File: src/rtl/muldiv_unit.sv
// Iterative RV32M/RV64M multiply/divide: one result bit per cycle, XLEN+1 cycles start-to-done.
// Optional MULDIV_EARLY_OUT_EN finishes divide-by-zero, signed overflow and zero-operand multiplies in one cycle.
module muldiv_unit #(
    parameter int XLEN = 32
) (
    input  logic            clk,
    input  logic            reset,
    input  logic            start,
    input  logic            flush,
    input  logic [2:0]      op,
    input  logic [XLEN-1:0] a,
    input  logic [XLEN-1:0] b,
    output logic            busy,
    output logic            done,
    output logic [XLEN-1:0] result
);
    localparam int CW = $clog2(XLEN + 1);

    typedef enum logic [1:0] {IDLE = 2'd0, RUN = 2'd1, DONE = 2'd2} state_t;

    state_t            state;
    logic [2:0]        op_q;
    logic              neg_q;
    logic [XLEN-1:0]   opnd_q;
    logic [2*XLEN-1:0] acc_q;
    logic [CW-1:0]     cnt_q;

    logic              a_signed, b_signed, sa, sb, dz, neg_d;
    logic [XLEN-1:0]   mag_a, mag_b;
    logic              early;
    logic [XLEN-1:0]   early_res;

    assign a_signed = (op == 3'b001) || (op == 3'b010) || (op == 3'b100) || (op == 3'b110);
    assign b_signed = (op == 3'b001) || (op == 3'b100) || (op == 3'b110);
    assign sa       = a_signed & a[XLEN-1];
    assign sb       = b_signed & b[XLEN-1];
    assign mag_a    = sa ? -a : a;
    assign mag_b    = sb ? -b : b;
    assign dz       = (b == '0);

    // A zero divisor leaves the quotient at all-ones, so its sign must not be applied.
    always_comb begin
        neg_d = 1'b0;
        if (!op[2])
            neg_d = sa ^ sb;
        else if (!op[1])
            neg_d = (sa ^ sb) & ~dz;
        else
            neg_d = sa;
    end

`ifdef MULDIV_EARLY_OUT_EN
    logic ovf;
    assign ovf   = op[2] && !op[0] && (a == {1'b1, {(XLEN-1){1'b0}}}) && (b == '1);
    assign early = op[2] ? (dz || ovf) : ((a == '0) || (b == '0));
    always_comb begin
        early_res = '0;
        if (op[2]) begin
            if (dz)
                early_res = op[1] ? a : '1;
            else
                early_res = op[1] ? '0 : a;
        end
    end
`else
    assign early     = 1'b0;
    assign early_res = '0;
`endif

    // acc_q holds {hi, lo}: multiply keeps the multiplier in lo and shifts right,
    // divide keeps {remainder, dividend/quotient} and shifts left.
    logic [XLEN:0]     mul_sum, rem_sh, trial;
    logic              qbit;
    logic [2*XLEN-1:0] nxt, wide;
    logic [XLEN-1:0]   fld, fin;
    logic              low_sel;

    assign mul_sum = {1'b0, acc_q[2*XLEN-1:XLEN]} + (acc_q[0] ? {1'b0, opnd_q} : '0);
    assign rem_sh  = {acc_q[2*XLEN-1:XLEN], acc_q[XLEN-1]};
    assign trial   = rem_sh - {1'b0, opnd_q};
    assign qbit    = ~trial[XLEN];
    assign nxt     = op_q[2] ? {(qbit ? trial[XLEN-1:0] : rem_sh[XLEN-1:0]), acc_q[XLEN-2:0], qbit}
                             : {mul_sum, acc_q[XLEN-1:1]};
    assign low_sel = (op_q == 3'b000) || (op_q[2] && !op_q[1]);
    assign wide    = (neg_q && !op_q[2]) ? -nxt : nxt;
    assign fld     = low_sel ? wide[XLEN-1:0] : wide[2*XLEN-1:XLEN];
    assign fin     = (neg_q && op_q[2]) ? -fld : fld;

    always_ff @(posedge clk) begin
        if (reset) begin
            state  <= IDLE;
            busy   <= 1'b0;
            done   <= 1'b0;
            result <= '0;
            cnt_q  <= '0;
            op_q   <= '0;
            neg_q  <= 1'b0;
            opnd_q <= '0;
            acc_q  <= '0;
        end else if (flush) begin
            state <= IDLE;
            busy  <= 1'b0;
            done  <= 1'b0;
        end else if (start && state != RUN) begin
            op_q   <= op;
            neg_q  <= neg_d;
            opnd_q <= op[2] ? mag_b : mag_a;
            acc_q  <= {{XLEN{1'b0}}, (op[2] ? mag_a : mag_b)};
            if (early) begin
                state  <= DONE;
                busy   <= 1'b0;
                done   <= 1'b1;
                result <= early_res;
                cnt_q  <= '0;
            end else begin
                state <= RUN;
                busy  <= 1'b1;
                done  <= 1'b0;
                cnt_q <= CW'(XLEN);
            end
        end else if (state == RUN) begin
            acc_q <= nxt;
            cnt_q <= cnt_q - 1'b1;
            if (cnt_q == CW'(1)) begin
                state  <= DONE;
                busy   <= 1'b0;
                done   <= 1'b1;
                result <= fin;
            end
        end else if (state == DONE) begin
            state <= IDLE;
            done  <= 1'b0;
        end
    end
endmodule

File: config.mk
export PLATFORM = sky130hd
export DESIGN_NAME = muldiv_unit
export DESIGN_NICKNAME = d
export VERILOG_FILES = /design/src/rtl/muldiv_unit.sv
export SDC_FILE = /design/constraint.sdc
export NUM_CORES = 1
export LEC_CHECK = 0
export CAP_MARGIN = 25
export CELL_PAD_IN_SITES_DETAIL_PLACEMENT = 1
export CELL_PAD_IN_SITES_GLOBAL_PLACEMENT = 1
export CORE_MARGIN = 1
export CORE_UTILIZATION = 45
export CTS_CLUSTER_DIAMETER = 30
export DETAILED_ROUTE_END_ITERATION = 16
export GPL_ROUTABILITY_DRIVEN = 0
export HOLD_SLACK_MARGIN = 0.05
export PLACE_DENSITY = 0.82
export SYNTH_ARGS = -nofsm -noshare
export SYNTH_HDL_FRONTEND = slang
export SYNTH_SLANG_ARGS = --single-unit
File: constraint.sdc
create_clock -name clk -period 8.4 [get_ports clk]
set_input_delay 2.52 -clock clk [delete_from_list [all_inputs] [get_ports clk]]
set_output_delay 2.52 -clock clk [all_outputs]
set_load 0.02 [all_outputs]
After elaboration in Yosys (flattened, before gate mapping)
Index checks and enable logic that the tools add are counted.
W data, S select, Z words.
{"block": "classes", "n_addsub": 7, "eq_ne": 10, "mux": 26, "bitwise": 8, "reduce_logical": 26}
{"operator": "$mux W32", "n": 8}
{"operator": "$mux W64", "n": 4}
{"operator": "$neg A32 Y32", "n": 3}
{"operator": "$neg A64 Y64", "n": 1}
{"operator": "$add A32 B32 Y33", "n": 1}
{"operator": "$sub A33 B32 Y33", "n": 1}
{"operator": "$logic_not A32 Y1", "n": 1}
{"operator": "$mux W6", "n": 2}
{"operator": "$reduce_and A2 Y1", "n": 5}
{"operator": "$mux W1", "n": 9}
{"operator": "$eq A3 B3 Y1 const B", "n": 2}
{"operator": "$eq A6 B1 Y1 const B", "n": 1}
{"operator": "$logic_or A1 B1 Y1", "n": 6}
{"operator": "$mux W2", "n": 3}
{"operator": "$reduce_bool A2 Y1", "n": 3}
{"operator": "$sub A6 B1 Y6 const B", "n": 1}
{"operator": "$logic_and A1 B1 Y1", "n": 4}
{"operator": "$ne A2 B1 Y1 const B", "n": 2}
{"operator": "$not A1 Y1", "n": 4}
{"operator": "$reduce_and A4 Y1", "n": 1}
{"operator": "$and A1 B1 Y1", "n": 3}
{"operator": "$eq A3 B1 Y1 const B", "n": 1}
{"operator": "$eq A3 B2 Y1 const B", "n": 1}
{"operator": "$logic_not A3 Y1", "n": 1}
{"operator": "other kinds (8)", "n": 9}
{"block": "word_totals", "reg_bits": 142, "inputBits": 71, "output_inout_bits": 34, "word_cells": 87}

Longest topological paths before layout
{"block": "logic_depth", "depth_word": 9, "depth_mapped": 27, "mapped_depth_nobuf": 25}

Worst setup path before layout
No wires, ideal clock.
{"block": "synth_path", "path_kind": "reg-to-reg", "from": "register acc_q[31]", "to": "register result[26]", "setup_ns": 0.095, "arrival_time_ns": 6.939, "required_time_ns": 8.305, "setup_slack_ns": 1.366, "path_stages_with_launch": 27, "path_buffers": 3, "period_less_slack_ns": 7.034, "path_cell_list": "dfxtp_1 inv_1 ha_1 fa_1 nand2b_1 a211oi_2 o31ai_4 a21oi_1 mux2_2 nor2_1 ha_1 o2111ai_2 or3_1 or4b_1 buf_2 or2_0 or4_1 buf_2 o311a_1 a21boi_0 o2111ai_1 or4_1 buf_2 nor4_4 a21oi_1 or3_1 o311ai_1"}
{"block": "synth_via", "elab_chain_len": 8, "word_cells_on_any_way": 9, "classes_between": "3 x add/sub; 5 x mux; 1 x bitwise"}
{"element": "start, declared", "line_no": "25", "text": "logic [2*XLEN-1:0] acc_q;"}
{"element": "start signal, assigned", "line_no": "108", "text": "acc_q <= {{XLEN{1'b0}}, (op[2] ? mag_a : mag_b)};"}
{"element": "start signal, assigned", "line_no": "122", "text": "acc_q <= nxt;"}
{"element": "$sub A33 B32 Y33", "line_no": "80", "text": "assign trial = rem_sh - {1'b0, opnd_q};"}
{"element": "$mux W32 / $not A1 Y1 (equally long branches)", "line_no": "82, 81"}
{"element": "$mux W64 *", "line_no": "82", "text": "assign nxt = op_q[2] ? {(qbit ? trial[XLEN-1:0] : rem_sh[XLEN-1:0]), acc_q[XLEN-2:0], qbit}"}
{"element": "$neg A64 Y64", "line_no": "85", "text": "assign wide = (neg_q && !op_q[2]) ? -nxt : nxt;"}
{"element": "$mux W64 *", "line_no": "85"}
{"element": "$mux W32 *", "line_no": "86", "text": "assign fld = low_sel ? wide[XLEN-1:0] : wide[2*XLEN-1:XLEN];"}
{"element": "$neg A32 Y32", "line_no": "87", "text": "assign fin = (neg_q && op_q[2]) ? -fld : fld;"}
{"element": "$mux W32 *", "line_no": "87"}
{"element": "end signal, assigned", "line_no": "113", "text": "result <= early_res;"}
{"element": "end signal, assigned", "line_no": "128", "text": "result <= fin;"}
{"element": "end, declared", "line_no": "15", "text": "output logic [XLEN-1:0] result"}
Mark *: on every way between the ends. The rest lies on a longest branch, timed or not.
A chain may end at the register's enable or synchronous reset.

Worst setup path in the final report
{"block": "layout_path", "from": "register acc_q[31]", "to": "register result[27]"}
Same word-level chain as after synthesis.

==> results.md <==
* I/O pin count at 105
* Status: completed
* Crit-path leading delay family: simple AND/OR/NAND/NOR gates
* Worst path slowest cell: or4b_1
* Area delta synth->final at 11.91%
* Port bufs at 104
* CTS Buffer Depth at 2
* Initial antenna violation count at 2
* Slack of the critical path at 0.3447 ns
* HPWL Detailed at 54810 um
* Largest vdd supply drop at 0.0001478 V
* Post-synth ARST share at 0%
* Drt wl/cell at 25.35 um
* Area contributors post-synth: dfxtp_1, nor2_1, a21oi_1
* Syn Inst Count at 2335
* Commonest cells after routing, fill and taps aside: nor2_1, nand2_1, a21oi_1
* Final Util at 51.65%
* Hold Path Class: reg -> reg
* Syn avg cell area at 6.878 um^2
* Clk root buf: clkbuf_16
* Starting DRT DRC Count at 2030
* DIE HEIGHT at 190.9 um
* Hold bufs inserted after CTS at 0
* Tmin final at 8.055 ns
* Share of layout cells above drive strength 1 at 5.862%
* Pleak at 6.773 nW
* Final Hold Fails at 0
* Global-route wire length before repair at 109400 um
* Final std cells w/o fill at 2809
* Synth warnings at 0
* DIE AREA at 0.03645 mm^2
* WP buf/inv at 1
* Post-CTS Setup Repair Bufs at 0
* Vias at 19270
* Fin. max-slew vios at 0
* Nets@finish at 2484
* Final-report setup violation count at 0
* Clk_skew at 0.01126 ns
* Most common cell after layout, fill and taps aside: nor2_1
* GR Overflow Total at 0
* GR Util All Layers at 38.65%
* Cell taking the most area after synthesis: dfxtp_1
* Critical Path, Cell by Cell: inv_1, ha_1, fa_1, nand2b_1, a211oi_2, o31ai_4, a21oi_2, mux2_2, nor2_1, ha_1, o2111ai_2, or3_1, or4b_1, or2_0, or4_1, a211o_1, o32ai_2, nand4_1, or4_1, nor3_4, a41oi_1, xnor2_1, a211oi_1
* Worst-path fanout max at 10
* RSZ-0062 raised after global routing: false
* Core area at 0.03480 mm^2
* DRC at 0
* MaxCap Viol Count at 0
* Seq/Total Area, Yosys at 17.58%
* CP Capture Type: flip-flop
* Placed cells at 2777
* Tcrit/Tclk final at 95.90%
* Antenna diodes at 0
* Pin count of the biggest net entering global routing at 112
* Final TNS setup at 0 ns
* Final WL at 71220 um
* CTS tree: done
* Yosys reg bits at 141
* Critical Path RT at 8.76 ns
* Top-area cell type share of the netlist area at 17.58%
* Post-synth EDFFs at 0
* Synth Flop Type: dfxtp_1
* CTS buffer count at 17
* Post-CTS sizing at 0
* WP data arrival at 8.42 ns
* Syn nets at 2478
* Post-route antenna net violation count at 0
* FP Rows at 68
* Largest stage delay on the critical path at 0.66 ns
* Clk sink count at 141
* Die width at 190.9 um
* Starting density of the core at 46.15%
* Power per cell area at 137.7 mW/mm^2
* Slew HR at 25.89%
* Synth Cell Area at 0.01606 mm^2
* CTS H-tree depth at 4
* Routed vias/inst at 6.862
* Initial DRT Pass Iterations at 7
* Critical path launch point type: flip-flop
* Distinct cells, synth at 95
* Clock-pin slew on the worst setup and hold paths at 0.07 ns
* Worst slack, placed at 0.3493 ns
* Clk_lat worst skew at 0.45 ns
* Max Fclk at 124.1 MHz
* Worst-margin pin slew at 1.084 ns
* Vias in the first global route at 18980
* Crit path kind: reg -> reg
## flip-flops by register name, indices dropped and copies added (netlist names)
signal and cells:
op_q 3, acc_q 64, neg_q 1, cnt_q 6, result 32, state 1
busy 1, opnd_q 32, done 1
## report_power, final
group	leakage [nW]	internal [mW]	total [mW]	switching, mW
registers	1.15	0.693	0.730	0.0372
logic	5.34	0.311	0.936	0.625
clock network	0.286	0.452	0.809	0.356
total	6.77	1.46	2.47	1.02
## metal layers
metal	vias to the layer above	track usage, %	share of wire (%)
li1	8671	-	-
met1	9418	48.99	41
met2	968	61.71	45
met3	215	6.150	8.5
met4	2	22.62	6.2
met5	-	0	0.020
## area by class of cell
| class | count | area [um^2] |
|---|---|---|
| fillers | 4497 | 16820 |
| multi-input cells | 1962 | 12380 |
| flip-flops and latches | 141 | 2826 |
| repair buffers | 141 | 1315 |
| well taps | 455 | 569.3 |
| clock buffers | 19 | 442.9 |
| inverters | 78 | 292.8 |
| clock inverters | 13 | 151.4 |
## path summary, 6_finish.rpt
path                                             start                 endpoint  slack, ns  depth (start not counted)
worst max-delay path            acc_q[31]$_SDFFE_PP0P_  result[27]$_SDFFE_PP0P_       0.34                         23
worst max register to register  acc_q[31]$_SDFFE_PP0P_  result[27]$_SDFFE_PP0P_       0.34                         23
worst min-delay path            result[9]$_SDFFE_PP0P_   result[9]$_SDFFE_PP0P_       0.46                          2
worst min register to register  result[9]$_SDFFE_PP0P_   result[9]$_SDFFE_PP0P_       0.46                          2
## kinds of logic after synthesis
logic type | share of synthesized area [%]
buffers and inverters | 5.664
and+or+nand+nor | 27.56
adders and majority gates | 5.703
DFF | 17.58
AOI/OAI and AO/OA | 32.00
muxes | 3.810
xor gates and xnor gates | 7.689
## worst register-to-register path, stage by stage (launching register included)
cell	delay, ns
dfxtp_1	0.35
inv_1	0.08
ha_1	0.22
fa_1	0.42
nand2b_1	0.26
a211oi_2	0.39
o31ai_4	0.15
a21oi_2	0.28
mux2_2	0.48
nor2_1	0.20
ha_1	0.27
o2111ai_2	0.22
or3_1	0.48
or4b_1	0.66
or2_0	0.32
or4_1	0.65
a211o_1	0.33
o32ai_2	0.41
nand4_1	0.25
or4_1	0.58
nor3_4	0.34
a41oi_1	0.20
xnor2_1	0.17
a211oi_1	0.23
## through the flow
step                instance area (um^2)  hold slack [ns]  power, mW
global route                       17970           0.4872      2.551
CTS                                17960           0.4641      2.430
floorplan                          16060           0.4403      1.329
finish                             17970           0.4628      2.475
global placement                   17350           0.4429      1.599
detailed placement                 17360           0.4571      1.630
## Yosys cell counts (21+ instances only)
cell type / instances
a21o_1: 30
ha_1: 70
a211oi_1: 50
a22oi_1: 33
and2_1: 49
o31ai_1: 25
o21ai_0: 144
nor2_1: 280
xor2_1: 71
nand3_1: 54
xnor2_1: 70
or3_1: 22
nor4_1: 39
inv_1: 77
buf_2: 21
dfxtp_1: 141
mux2i_1: 35
nand4_1: 31
clkbuf_1: 118
nand2_1: 251
nor3_1: 84
a31oi_1: 38
a21oi_1: 199
o211ai_1: 50
(Power assumes the default switching activity.)
